File: src/rtl/dtc_arb_pkg.sv
// dtc_arb_pkg: shared types and helpers for the shared decision-tree
// classifier arbiter.
//   arb_state_t   - arbiter FSM state (IDLE, EVAL, RESP)
//   DEF_FEAT_W    - default feature vector width
//   DEF_CLASS_W   - default class code width
//   ID_W(n)       - requester index width, $clog2 with a floor of 1
package dtc_arb_pkg;

  typedef enum logic [1:0] {
    IDLE = 2'd0,
    EVAL = 2'd1,
    RESP = 2'd2
  } arb_state_t;

  localparam int DEF_FEAT_W  = 12;
  localparam int DEF_CLASS_W = 3;

  function automatic int ID_W(input int n);
    return (n <= 2) ? 1 : $clog2(n);
  endfunction

endpackage

File: src/rtl/dtc_rr_pick.sv
// dtc_rr_pick: combinational round-robin picker.
//   req  [N_REQ]  - request vector
//   ptr  [IW]     - index of the last winner; search starts at ptr+1
//   any           - at least one request present
//   gnt  [N_REQ]  - one-hot grant (zero when no request)
//   idx  [IW]     - index of the granted requester
module dtc_rr_pick
  import dtc_arb_pkg::*;
#(
  parameter int N_REQ = 4,
  parameter int IW    = ID_W(N_REQ)
) (
  input  logic [N_REQ-1:0] req,
  input  logic [IW-1:0]    ptr,
  output logic             any,
  output logic [N_REQ-1:0] gnt,
  output logic [IW-1:0]    idx
);

  logic [IW-1:0] ci;

  // Walk ptr+1 .. ptr+N_REQ (mod N_REQ); the last candidate is ptr itself,
  // so a lone requester that just won can win again.
  always_comb begin
    any = 1'b0;
    gnt = '0;
    idx = '0;
    ci  = '0;
    for (int k = 1; k <= N_REQ; k++) begin
      ci = IW'((int'(ptr) + k) % N_REQ);
      if (!any && req[ci]) begin
        any     = 1'b1;
        gnt[ci] = 1'b1;
        idx     = ci;
      end
    end
  end

endmodule

File: src/rtl/dtc_share_arbiter.sv
// dtc_share_arbiter: time-multiplexes one external combinational
// decision-tree classifier among N_REQ requesters.
//   clk, rst_n            - clock, asynchronous active-low reset
//   req_valid/req_ready   - per-requester handshake (ready one-hot or zero)
//   req_feat              - flattened vectors, requester i at [i*FEAT_W +: FEAT_W]
//   dtc_inp / dtc_outp    - registered classifier input / its combinational result
//   rsp_valid/rsp_ready   - response handshake; rsp_class, rsp_id payload
//   stats_clr, stats_cnt  - per-class saturating counters, class k at
//                           [k*CNT_W +: CNT_W]
// Build option: define DTC_ARB_STATS_EN to build the counters; otherwise
// stats_cnt is tied to zero and stats_clr is ignored.
module dtc_share_arbiter
  import dtc_arb_pkg::*;
#(
  parameter int N_REQ   = 4,
  parameter int FEAT_W  = DEF_FEAT_W,
  parameter int CLASS_W = DEF_CLASS_W,
  parameter int CNT_W   = 16
) (
  input  logic                          clk,
  input  logic                          rst_n,
  input  logic [N_REQ-1:0]              req_valid,
  output logic [N_REQ-1:0]              req_ready,
  input  logic [N_REQ*FEAT_W-1:0]       req_feat,
  output logic [FEAT_W-1:0]             dtc_inp,
  input  logic [CLASS_W-1:0]            dtc_outp,
  output logic                          rsp_valid,
  input  logic                          rsp_ready,
  output logic [CLASS_W-1:0]            rsp_class,
  output logic [ID_W(N_REQ)-1:0]        rsp_id,
  input  logic                          stats_clr,
  output logic [(2**CLASS_W)*CNT_W-1:0] stats_cnt
);

  localparam int IW   = ID_W(N_REQ);
  localparam int NCLS = 2**CLASS_W;

  arb_state_t                    state;
  logic [IW-1:0]                 ptr;
  logic [IW-1:0]                 id_q;
  logic [FEAT_W-1:0]             feat_q;
  logic [CLASS_W-1:0]            class_q;
  logic [N_REQ-1:0][FEAT_W-1:0]  feat_arr;

  logic                          any;
  logic [N_REQ-1:0]              gnt;
  logic [IW-1:0]                 gidx;
  logic                          grant;

  assign feat_arr = req_feat;

  dtc_rr_pick #(.N_REQ(N_REQ), .IW(IW)) u_pick (
    .req (req_valid),
    .ptr (ptr),
    .any (any),
    .gnt (gnt),
    .idx (gidx)
  );

  // A grant is possible from IDLE, or from RESP in the cycle the response
  // is accepted. rst_n gates it so req_ready stays low while in reset.
  assign grant = rst_n && any &&
                 ((state == IDLE) || ((state == RESP) && rsp_ready));

  assign req_ready = grant ? gnt : '0;
  assign dtc_inp   = feat_q;
  assign rsp_valid = (state == RESP);
  assign rsp_class = class_q;
  assign rsp_id    = id_q;

  always_ff @(posedge clk or negedge rst_n) begin
    if (!rst_n) begin
      state   <= IDLE;
      ptr     <= IW'(N_REQ - 1);
      id_q    <= '0;
      feat_q  <= '0;
      class_q <= '0;
    end else begin
      if (grant) begin
        feat_q <= feat_arr[gidx];
        id_q   <= gidx;
        ptr    <= gidx;
      end
      case (state)
        IDLE: if (grant) state <= EVAL;
        EVAL: begin
          class_q <= dtc_outp;
          state   <= RESP;
        end
        RESP: if (rsp_ready) state <= grant ? EVAL : IDLE;
        default: state <= IDLE;
      endcase
    end
  end

`ifdef DTC_ARB_STATS_EN
  logic                         hs;
  logic [NCLS-1:0][CNT_W-1:0]   cnt;

  assign hs        = rsp_valid && rsp_ready;
  assign stats_cnt = cnt;

  // Clear wins over a coincident increment; all-ones holds.
  always_ff @(posedge clk or negedge rst_n) begin
    if (!rst_n)
      cnt <= '0;
    else if (stats_clr)
      cnt <= '0;
    else if (hs && (cnt[class_q] != '1))
      cnt[class_q] <= cnt[class_q] + CNT_W'(1);
  end
`else
  logic unused_stats_clr;

  assign unused_stats_clr = stats_clr;
  assign stats_cnt        = '0;
`endif

endmodule

File: config.mk
export PLATFORM = sky130hd
export DESIGN_NAME = dtc_share_arbiter
export DESIGN_NICKNAME = d
export VERILOG_FILES = /design/src/rtl/dtc_arb_pkg.sv /design/src/rtl/dtc_rr_pick.sv /design/src/rtl/dtc_share_arbiter.sv
export SDC_FILE = /design/constraint.sdc
export NUM_CORES = 1
export LEC_CHECK = 0
export BUFFER_PORTS_ARGS = -buffer_cell sky130_fd_sc_hd__buf_2
export CAP_MARGIN = 20
export CORE_ASPECT_RATIO = 0.5
export CORE_MARGIN = 5
export CORE_UTILIZATION = 40
export DETAILED_ROUTE_END_ITERATION = 8
export PLACE_DENSITY = 0.89
export SETUP_SLACK_MARGIN = 0.05
export SYNTH_ARGS = -nofsm -noshare
export SYNTH_HDL_FRONTEND = slang
export SYNTH_SLANG_ARGS = --single-unit
export TNS_END_PERCENT = 10
File: constraint.sdc
create_clock -name clk -period 3.6 [get_ports clk]
set_input_delay 0.36 -clock clk [delete_from_list [all_inputs] [get_ports clk]]
set_output_delay 0.36 -clock clk [all_outputs]
set_load 0.02 [all_outputs]
# == Word level (Yosys, flattened, before mapping) ==
# Cells that the tools add are included.
# word_totals
register_bits,21
latch_bits,0
mem_bits_rw,0
rom_bits,0
in_bits,59
output_inout_bits,150
wordCells,76
n_memories,0
# op_classes
add_sub_neg,4
multipliers,0
div_mod_pow,0
order_cmp,9
n_eq_ne,4
shifts,0
n_mux,35
bitwise_logic,3
n_reduce_logical,16
# ops
operator,n
$bmux 12 s2,1
$mux 4,5
$lt 2x3->1 const B,5
$mux 1,13
$mux 12,1
$mux 2,6
$or 4x4->4,3
$logic_and 1x1->1,10
$bmux 1 s2,4
$demux 1 s2,4
$ge 2x1->1 const B,4
$pmux 2 s3,1
$add 2x1->2 const B,2
$add 2x2->2 const B,2
$logic_not 1->1,3
$eq 2x1->1 const B,1
$eq 2x2->1 const B,1
$logic_not 2->1,1
$ne 2x1->1 const B,1
$ne 2x2->1 const B,1
$reduce_and 2->1,1
$logic_or 1x1->1,1

# == Longest topological paths before layout ==
# Gate-level depths: netlist of the first run.
# logic_depth
depth_word,18
ltp_mapped,11
mapped_depth_nobuf,8

# == Cells and area by module ==
# A second synthesis of the first run with hierarchy kept.
# unflattened
cells_unflattened,280
area_unflattened_um2,2757.6
# by_module_without_submodules
module,n_inst,cells_per_inst,area_per_inst_um2,seq_area_each_um2
dtc_share_arbiter,1,195,2125.8,528.0
dtc_rr_pick,1,85,631.9,0.0

# == Worst setup path after synthesis of the first run ==
# OpenSTA, ideal clock, no wires.
# synth_path
path_kind,flip-flop to output port
from,reg ptr[0]
to,out req_ready[0]
arrival_ps,2854
t_required_ps,3240
path_slack_ps,386
path_stages_with_launch,10
path_buffers,2
cell_sequence,dfstp_2 -> buf_2 -> inv_1 -> ha_1 -> buf_6 -> mux4_2 -> or3_4 -> and2b_1 -> a221oi_1 -> nor2_1
# synth_via
elab_chain_cells,16
elab_cells_between_ends,52
classes_between,add/sub: 4; order compare: 8; mux: 25; bitwise: 3; reduce/logical: 12
# synth_lines
element,line,text
from (decl),dtc_share_arbiter.sv:39,logic [IW-1:0] ptr;
from (signal assigned),dtc_share_arbiter.sv:74,ptr <= IW'(N_REQ - 1);
from (signal assigned),dtc_share_arbiter.sv:82,ptr <= gidx;
branches (longest 15 deep; another with $lt 2x3->1),-,
$mux 4 *,dtc_share_arbiter.sv:65,assign req_ready = grant ? gnt : '0;
to (decl),dtc_share_arbiter.sv:23,"output logic [N_REQ-1:0] req_ready,"
# Every way passes the cells marked *. The select of a mux whose other input is x is not followed.

# == Final worst setup path of the first run ==
# Same ends and word-level chain as after synthesis.

==> results.py, run 1 <==
metrics = {
    "cts": {
        "cts_tree": "built",
        "post_cts_hold_buffer_count": 0,
        "cts.sinks": 21,
        "post_cts_buffers": 0,
        "h-tree-depth": 1,
        "clkLatencyLatePin_ps": 250,
        "numCtsBuffers": 3,
        "clk_pin_slew_worst_paths_ps": 60,
        "ctsResizeCount": 0,
        "clock-root-buffer": "clkbuf_16",
        "cts_max_path_buffers": 2,
    },
    "final_layout": {
        "antenna_cells": 0,
        "final_cell_mix": "conb_1, buf_2, mux2i_1, dfrtp_1, nand2_1",
        "layout-drive-gt1-share_pct": 32.22,
        "nFillCells": 612,
        "syn_to_final_growth_pct": 2.522,
        "fin_nets": 428,
        "finalInstanceArea_um2": 2695,
        "final_cells": 448,
        "seqCellArea_um2": 528.0,
        "layout_commonest_cell": "conb_1",
        "multi_input_area_um2": 1518,
    },
    "sta": {
        "finalSetupViolations": 0,
        "maxSlewHeadroom_pct": 65.89,
        "tns_ps": 0,
        "hold_viol_final": 0,
        "fin_crit_sh_pct": 94.59,
        "drv_slew": 0,
        "period_minus_slack_ps": 3405,
        "rsz0062_at_grt": "yes",
        "setup_slack_ps": 194.9,
        "worst_pin_slew_ps": 511.7,
        "skew_ps": 1.959,
        "fmax_mhz": 293.7,
    },
    "setup_path": {
        "reg2reg_slack_ps": 410,
        "setup.worst_path.class": "reg -> out",
        "arrival_ps": 3050,
        "worstPathRequired_ps": 3240,
        "setup.worst_path.start": "ptr[0]",
        "endpoint_kind": "output port",
        "crit_fanout": 7,
        "r2r-end": "dtc_inp[4]",
        "critPathSlowestCell": "mux4_2",
        "critPathCapture": "req_ready[0]",
        "r2r-start": "ptr[0]",
        "cp_slowest_stage_delay_ps": 560,
        "crit_path_start_kind": "register",
        "crit_path_cell_trace": "inv_1 -> ha_1 -> mux4_2 -> or3_4 -> and2b_1 -> a221oi_1 -> nor2_1 -> buf_2",
        "reg2reg_depth": 8,
    },
    "power": {
        "seqPwrFrac_pct": 18.7,
        "p_leak_nw": 1.495,
        "powerDensity_nw_per_um2": 835.3,
        "netSwitchingFraction_pct": 49.86,
        "vdd_drop_max_mv": 0.3337,
        "power_frac_clock_pct": 10.5,
        "switching_power_w": 0.001122,
        "power_frac_comb_pct": 70.8,
        "p_int_w": 0.001129,
    },
    "global_route": {
        "grt_pass1_wl_mm": 7.831,
        "antenna_found_initial": 0,
        "grtUsageTotal_pct": 11.25,
        "grt-ovfl-total": 0,
        "grt_max_degree": 23,
        "grt_pass1_vias": 1689,
    },
    "floorplanning": {
        "rows": 20,
        "start_util_pct": 42.19,
        "die_y_um": 67.33,
        "ios": 209,
        "core_um2": 6231,
        "die_x_um": 124.6,
        "die_area_um2": 8392,
    },
    "synthesis": {
        "ys_seq_area_share_pct": 20.09,
        "ys_ff_latch": 21,
        "synth.cell_area_um2": 2629,
        "synth_top_area_share_pct": 36.84,
        "syn_inst": 280,
        "synth.distinct_cells": 42,
        "yosysTopAreaCell": "buf_4",
        "yosysWarnings": 0,
        "syn_avg_cell_area_um2": 9.388,
        "netlist_top_cells_area": "buf_4, dfrtp_1, mux2i_1",
    },
    "drt": {
        "wl_per_cell_um": 12.85,
        "wirelength_mm": 5.757,
        "avgViaCountPerCell": 4.196,
        "drtPass1Iterations": 4,
        "drt-initial-drc-count": 66,
        "drc": 0,
        "via_count": 1880,
        "ant_nets": 0,
    },
    "placement": {
        "post_dp_cell_area_um2": 2600,
        "dp_cells": 442,
        "port_buffers": 79,
        "gp_congestion": 0.7623,
        "place_hpwl_mm": 4.788,
        "pre_cts_ws_ps": 305.3,
    },
    "outcome": {
        "status": "complete, no violations",
    },
    "worst_hold_path": {
        "min_path_type": "in -> async",
    },
    "flow_run": {
        "maxCapViolCount": 0,
    },
}
[synth_stat cells, drive strengths merged]
library cell	n
o211ai	1
o21a	1
a21oi	1
o2111ai	1
dfstp	2
o21ai	6
mux2i	25
nor3b	1
or2	1
a22oi	4
or3	1
mux2	5
nor2b	1
mux4	4
buf	136
dfrtp	19
conb	1
nor4bb	1
o221ai	12
nand4b	1
and2	1
inv	5
ha	8
a31oi	1
and3b	1
nand3	1
nor2	9
and2b	2
nand2b	2
a21boi	2
a221oi	4
nand2	19
o21bai	1
[sequential cells by signal (all words and copies together) (netlist names)]
signal	count
rsp_id	2
dtc_inp	12
state	2
ptr	2
rsp_class	3
[worst min path at each step]
stage,start,end,slack (ps),depth (start not counted)
after floorplan,rst_n,dtc_inp[0],60,0
after global placement,rst_n,dtc_inp[1],360,1
after detailed placement,rst_n,dtc_inp[1],360,1
after CTS,rst_n,dtc_inp[1],90,1
after global routing,rst_n,dtc_inp[1],110,1
final,rst_n,dtc_inp[1],70,1
[layout make-up]
type | instances | area share [%]
inverters | 5 | 0.6964
repair buffers | 85 | 16.34
clock buffers | 3 | 2.786
flip-flops and latches | 21 | 19.59
well taps | 88 | 4.085
clock inverters | 1 | 0.1857
multi-input cells | 245 | 56.31
[kinds of logic (layout without fill, tap and decap cells)]
family,after synthesis,in the layout,share of synthesized area (%)
other cells,1,128,0.1427
flops,21,21,20.09
mux,34,34,15.09
fa+ha+maj,8,8,3.808
simple gates,41,41,8.044
buf+inv,141,94,40.31
compound gates,34,34,12.52
[power by group through the flow]
stage / clock network, W / logic, W / registers, W
final: 0.000235 / 0.00159 / 0.000421
after global routing: 0.000249 / 0.00172 / 0.000436
after detailed placement: 0 / 0.00158 / 0.000424
after CTS: 0.000239 / 0.00159 / 0.000422
after global placement: 0 / 0.00153 / 0.000418
after floorplan: 0 / 0.00127 / 0.000555
[routing by layer]
layer  up-vias  share of wire [%]  GRT usage [%]
li1        862                  -              -
met1       906                 32          11.94
met2       102                 57          22.31
met3        10                9.0          2.923
met4         0                1.7          3.825
met5         -                  0              0
[critical path, delay by kind of cell, from the launching register on]
family / cells / cell delay (ps)
flops: 1 / 520
fa+ha+maj: 1 / 460
simple gates: 3 / 830
mux: 1 / 560
compound gates: 1 / 100
buf+inv: 2 / 300
[metrics by stage]
step           utilization [%]  hold WS [ps]  power, W
5_1_grt                  43.25         107.6  0.002402
3_5_place_dp             41.73         364.7  0.002005
3_3_place_gp             41.73         358.5  0.001949
4_1_cts                  43.01         93.85  0.002250
6_report                 43.25         73.68  0.002251
2_1_floorplan                -         64.41  0.001825
Power figures use the tool's default switching activity.
==> run 2: changes to the inputs <==
REMOVE_ABC_BUFFERS = 1   (was not set)
SLEW_MARGIN = 15   (was not set)
==> run 2 against run 1 <==
Against the previous run:
- critical path depth grew 1
- fmax grew 4.5%
- register-to-register slack lost 70 ps
- non-clock buffer count shrank 1
- clock-buffer cell count grew 1
- setup slack gained 150 ps
- sequential cell count is the same
- clock skew shrank 1.1 ps
- combinational power is essentially flat
- die area is the same
- sequential share of layout area grew 0.064 points
- cell count shrank 0.22%
- critical path type is now reg -> reg
- critical endpoint is now dtc_inp[1]
- largest cell class unchanged
- largest power group unchanged
==> results.py, run 2 (synthesized netlist as in run 1, its figures left out) <==
metrics = {
    "cts": {
        "clkLatencyLatePin_ps": 250,
        "ctsResizeCount": 0,
        "numCtsBuffers": 3,
        "clock-root-buffer": "clkbuf_16",
        "post_cts_hold_buffer_count": 0,
        "cts_max_path_buffers": 2,
        "cts_tree": "built",
        "clk_pin_slew_worst_paths_ps": 60,
        "h-tree-depth": 1,
        "cts.sinks": 21,
        "post_cts_buffers": 0,
    },
    "drt": {
        "ant_nets": 0,
        "via_count": 1824,
        "wl_per_cell_um": 13.32,
        "drt-initial-drc-count": 56,
        "wirelength_mm": 5.954,
        "drtPass1Iterations": 4,
        "drc": 0,
        "avgViaCountPerCell": 4.081,
    },
    "sta": {
        "drv_slew": 0,
        "skew_ps": 0.8119,
        "tns_ps": 0,
        "finalSetupViolations": 0,
        "rsz0062_at_grt": "no",
        "worst_pin_slew_ps": 878.9,
        "maxSlewHeadroom_pct": 41.40,
        "fmax_mhz": 306.9,
        "hold_viol_final": 0,
        "setup_slack_ps": 342.1,
        "period_minus_slack_ps": 3258,
        "fin_crit_sh_pct": 90.50,
    },
    "power": {
        "vdd_drop_max_mv": 0.2641,
        "p_leak_nw": 1.488,
        "powerDensity_nw_per_um2": 832.5,
    },
    "placement": {
        "place_hpwl_mm": 4.963,
        "gp_congestion": 0.8417,
        "port_buffers": 79,
        "post_dp_cell_area_um2": 2608,
        "pre_cts_ws_ps": 331.0,
    },
    "worst_hold_path": {
        "min_path_type": "in -> async",
    },
    "setup_path": {
        "cp_slowest_stage_delay_ps": 680,
        "cpMostUsedCell": "inv_1",
        "crit_fanout": 14,
        "critPathSlowestCell": "o21ai_2",
        "arrival_ps": 3380,
        "setup.worst_path.start": "ptr[1]",
        "endpoint_kind": "register",
        "crit_path_start_kind": "register",
        "r2r-start": "ptr[1]",
        "setup.worst_path.class": "reg -> reg",
        "worstPathRequired_ps": 3720,
        "crit_path_cell_trace": "inv_1 -> ha_1 -> mux4_2 -> inv_1 -> a21oi_1 -> o21ai_2 -> buf_4 -> mux2i_1 -> o221ai_2",
    },
    "flow_run": {
        "maxCapViolCount": 0,
    },
    "final_layout": {
        "final_cell_mix": "conb_1, buf_2, mux2i_1, dfrtp_1, nand2_1",
        "final_core_util_pct": 43.11,
        "fin_nets": 427,
        "antenna_cells": 0,
        "largest_reg_flops": 12,
        "layout_commonest_cell": "conb_1",
        "layout-drive-gt1-share_pct": 31.75,
        "syn_to_final_growth_pct": 2.190,
        "finalInstanceArea_um2": 2686,
    },
    "global_route": {
        "grt_max_degree": 23,
        "grt-ovfl-total": 0,
        "antenna_found_initial": 0,
        "grtUsageTotal_pct": 12.13,
        "grt_pass1_vias": 1633,
        "grt_pass1_wl_mm": 8.211,
    },
    "floorplanning": {
        "die_area_um2": 8392,
        "die_x_um": 124.6,
        "core_um2": 6231,
        "start_util_pct": 42.19,
        "die_y_um": 67.33,
        "ios": 209,
        "rows": 20,
    },
    "outcome": {
        "status": "complete, no violations",
    },
}
run 2: changes by cell type in the layout (fill, tap and decap cells not counted), sizes merged:
cell / before / now
buf: 85 / 84
clkbuf: 3 / 4
clkinv: 1 / 0
run 2: final cells by class:
type / instances / area (um2)
clock buffers: 4 / 78.83
fillers: 617 / 3545
inverters: 5 / 18.77
multi-input cells: 245 / 1518
flip-flops and latches: 21 / 528.0
well taps: 88 / 110.1
repair buffers: 84 / 432.9
run 2: final timing paths:
path                       slack, ps  depth (start not counted)           end
setup / recovery                 340                          9    dtc_inp[1]
hold / removal                    80                          1    dtc_inp[3]
setup reg to reg                 340                          9    dtc_inp[1]
hold reg to reg                  490                          2    dtc_inp[2]
max in group asynchronous       3150                          1        ptr[1]
min in group clk                 340                          2  rsp_class[1]
run 2: routing by layer:
metal	global-route usage (%)	vias up	wire length (um)
li1	-	861	-
met1	12.68	866	1909
met2	23.25	82	3380
met3	3.397	15	485
met4	5.874	0	178
met5	0	-	0
run 2: critical path, delay by kind of cell (launching register included):
| kind | cells | cell delay, ps |
|---|---|---|
| AO/OA/AOI/OAI | 3 | 880 |
| adder cells (fa/ha/maj) | 1 | 350 |
| buffers and inverters | 3 | 540 |
| flip-flops | 1 | 520 |
| multiplexers | 2 | 830 |
run 2: through the flow:
| stage | power, W | instances | hold slack (ps) |
|---|---|---|---|
| 5_1_grt | 0.002414 | 447 | 121.2 |
| 4_1_cts | 0.002250 | 447 | 95.38 |
| 3_3_place_gp | 0.001960 | 443 | 363.8 |
| 6_report | 0.002236 | 447 | 81.53 |
| 3_5_place_dp | 0.002004 | 443 | 377.0 |
| 2_1_floorplan | 0.001616 | 271 | 64.41 |
run 2: power by group:
group          leakage [nW]  switching [W]  total, W  internal [W]
clock                0.0382      0.0000834  0.000234      0.000151
sequential            0.254      0.0000617  0.000425      0.000363
combinational          1.20       0.000958   0.00158      0.000620
==> run 3: changes to the inputs <==
ABC_AREA = 1   (was not set)
CORE_UTILIZATION = 42   (was 40)
PLACE_DENSITY = 0.9   (was 0.89)
==> run 3 against run 2 <==
Against the previous run:
- highest routed layer unchanged
- clock skew hardly changed
- routed wire length is 1.5% higher
- critical path depth is 2 higher
- synthesized area is 7.5% higher
- combinational power is 38% higher
- die area is 2.1% higher
- global-route usage is 0.15 points lower
- first-iteration DRC count is 34% higher
- register-to-register slack better by 390 ps
- non-clock buffer count is 4 lower
- critical path type is now reg -> out
- clock-buffer cell count stayed put
==> results.py, run 3 <==
metrics = {
    "outcome": {
        "status": "complete, no violations",
    },
    "drt": {
        "via_count": 2306,
        "avgViaCountPerCell": 3.983,
        "ant_nets": 0,
        "drc": 0,
        "drt-initial-drc-count": 75,
        "wirelength_mm": 6.042,
        "wl_per_cell_um": 10.44,
        "drtPass1Iterations": 4,
    },
    "sta": {
        "setup_slack_ps": 495.7,
        "hold_viol_final": 0,
        "maxSlewHeadroom_pct": 60.90,
        "period_minus_slack_ps": 3104,
        "rsz0062_at_grt": "no",
        "fin_crit_sh_pct": 86.23,
        "worst_pin_slew_ps": 586.5,
        "fmax_mhz": 322.1,
        "drv_slew": 0,
        "tns_ps": 0,
        "hold_slack_ps": 64.27,
        "skew_ps": 1.012,
        "finalSetupViolations": 0,
    },
    "cts": {
        "cts_max_path_buffers": 2,
        "clkLatencyLatePin_ps": 250,
        "clk_pin_slew_worst_paths_ps": 50,
        "post_cts_buffers": 0,
        "h-tree-depth": 1,
        "cts.sinks": 21,
        "post_cts_hold_buffer_count": 0,
        "cts_tree": "built",
        "ctsResizeCount": 0,
        "clock-root-buffer": "clkbuf_16",
        "numCtsBuffers": 3,
    },
    "floorplanning": {
        "rows": 21,
        "die_x_um": 126.0,
        "core_um2": 6621,
        "start_util_pct": 42.69,
        "ios": 209,
        "die_area_um2": 8570,
        "die_y_um": 68.01,
    },
    "global_route": {
        "antenna_found_initial": 0,
        "grt_pass1_wl_mm": 8.411,
        "grt-ovfl-total": 0,
        "grt_max_degree": 33,
        "grtUsageTotal_pct": 11.99,
        "grt_pass1_vias": 1874,
    },
    "worst_hold_path": {
        "min_path_type": "in -> async",
    },
    "final_layout": {
        "multi_input_area_um2": 1533,
        "fin_nets": 555,
        "final_cell_mix": "conb_1, nand2_1, buf_2, inv_1, nand3_1",
        "antenna_cells": 0,
        "layout-drive-gt1-share_pct": 21.97,
        "seqCellArea_um2": 528.0,
        "syn_to_final_growth_pct": 1.948,
        "final_cells": 579,
        "largest_reg_flops": 12,
        "finalInstanceArea_um2": 2882,
        "layout_commonest_cell": "conb_1",
        "nFillCells": 689,
    },
    "placement": {
        "port_buffers": 79,
        "place_hpwl_mm": 4.993,
        "gp_congestion": 0.8569,
        "pre_cts_ws_ps": 739.9,
        "dp_cells": 575,
        "post_dp_cell_area_um2": 2803,
    },
    "synthesis": {
        "ys_async_sr_fraction_pct": 100.0,
        "synth_most_common_cell": "buf_4",
        "netlist_top_cells_area": "buf_4, dfrtp_1, nand2_1",
        "yosysWarnings": 0,
        "ys_ff_latch": 21,
        "yosysTopAreaCell": "buf_4",
        "ys_seq_area_share_pct": 18.68,
        "synth_top_area_share_pct": 34.53,
        "synth.cell_area_um2": 2826,
        "synth_ff_type": "dfrtp_1",
        "syn_avg_cell_area_um2": 6.860,
        "syn_inst": 412,
        "synth.distinct_cells": 33,
        "synth_top_cells_by_count": "buf_4, nand2_1, inv_1, nand3_1, dfrtp_1",
        "synth-edff-count": 0,
    },
    "setup_path": {
        "setup.worst_path.start": "ptr[0]",
        "critPathCapture": "req_ready[3]",
        "reg2reg_slack_ps": 730,
        "r2r-end": "dtc_inp[7]",
        "worstPathRequired_ps": 3240,
        "crit_path_start_kind": "register",
        "r2r-start": "ptr[0]",
        "setup.worst_path.class": "reg -> out",
        "endpoint_kind": "output port",
        "crit_fanout": 16,
        "arrival_ps": 2740,
        "reg2reg_depth": 12,
    },
    "power": {
        "powerDensity_nw_per_um2": 995.3,
        "vdd_drop_max_mv": 0.3617,
        "p_leak_nw": 1.876,
    },
    "flow_run": {
        "maxCapViolCount": 0,
    },
}
## run 3: cell count changes in the layout (fill, tap and decap cells not counted), moves of 4 or more
cell | previous run | this run
o22ai_1 | 0 | 4
inv_1 | 4 | 56
nand2_4 | 0 | 5
nand3_1 | 0 | 48
o221ai_2 | 8 | 0
or2_1 | 0 | 4
a221oi_1 | 4 | 0
o221ai_1 | 4 | 0
buf_4 | 5 | 1
mux2i_1 | 25 | 0
nand2_1 | 18 | 86
a22oi_1 | 4 | 0
mux4_2 | 4 | 0
## run 3: area by class of cell
cell class              count  area share, %
well taps                  92          3.995
multi-input cells         323          53.19
flip-flops and latches     21          18.32
repair buffers             80          13.98
inverters                  59          7.772
clock buffers               4          2.736
## run 3: metrics by stage
stage	total power, W	util [%]
after floorplan	0.002098	-
after global placement	0.002596	42.33
after detailed placement	0.002650	42.33
after CTS	0.002887	43.52
after global routing	0.003164	43.52
final	0.002868	43.52
## run 3: metal layers
| layer | share of wire [%] | up-vias | track usage (%) | wire, um |
|---|---|---|---|---|
| met5 | 0 | - | 0 | 0 |
| li1 | - | 1160 | - | - |
| met2 | 53 | 112 | 23.68 | 3183 |
| met1 | 37 | 1027 | 13.07 | 2211 |
| met4 | 1.1 | 0 | 3.610 | 67 |
| met3 | 9.6 | 7 | 2.884 | 580 |
## run 3: power breakdown
part / switching, W / leakage [nW] / internal (W) / total (W)
combinational: 0.00152 / 1.58 / 0.000658 / 0.00218
clock: 0.0000788 / 0.0382 / 0.000151 / 0.000229
sequential: 0.0000928 / 0.254 / 0.000370 / 0.000463
## run 3: worst min path at each step
| stage | start | end | slack [ps] | cells past startpoint |
|---|---|---|---|---|
| 3_3_place_gp | rst_n | rsp_class[2] | 340 | 1 |
| 5_1_grt | rst_n | dtc_inp[11] | 110 | 1 |
| 2_1_floorplan | rst_n | dtc_inp[0] | 60 | 0 |
| 6_report | rst_n | rsp_class[1] | 60 | 1 |
| 4_1_cts | rst_n | rsp_class[0] | 80 | 1 |
| 3_5_place_dp | rst_n | rsp_class[0] | 350 | 1 |
## run 3: critical path, cell delays in order (launching register included)
cell and delay, ps:
dfstp_2 700, inv_4 110, ha_1 380, inv_1 80, nand3_1 80, nand2_1 140, nand4_1 160, nand2_1 80
inv_1 400, nand2_1 120, inv_1 70, buf_2 160
## run 3: kinds of logic after synthesis
family                   count (synthesis)  share of synthesized area [%]
AND/OR/NAND/NOR                        162                          27.53
flip-flops                              21                          18.68
multiplexers                             3                          1.195
AO/OA/AOI/OAI                           22                          4.958
buffers and inverters                  195                          43.96
adder cells (fa/ha/maj)                  8                          3.542
other                                    1                         0.1327
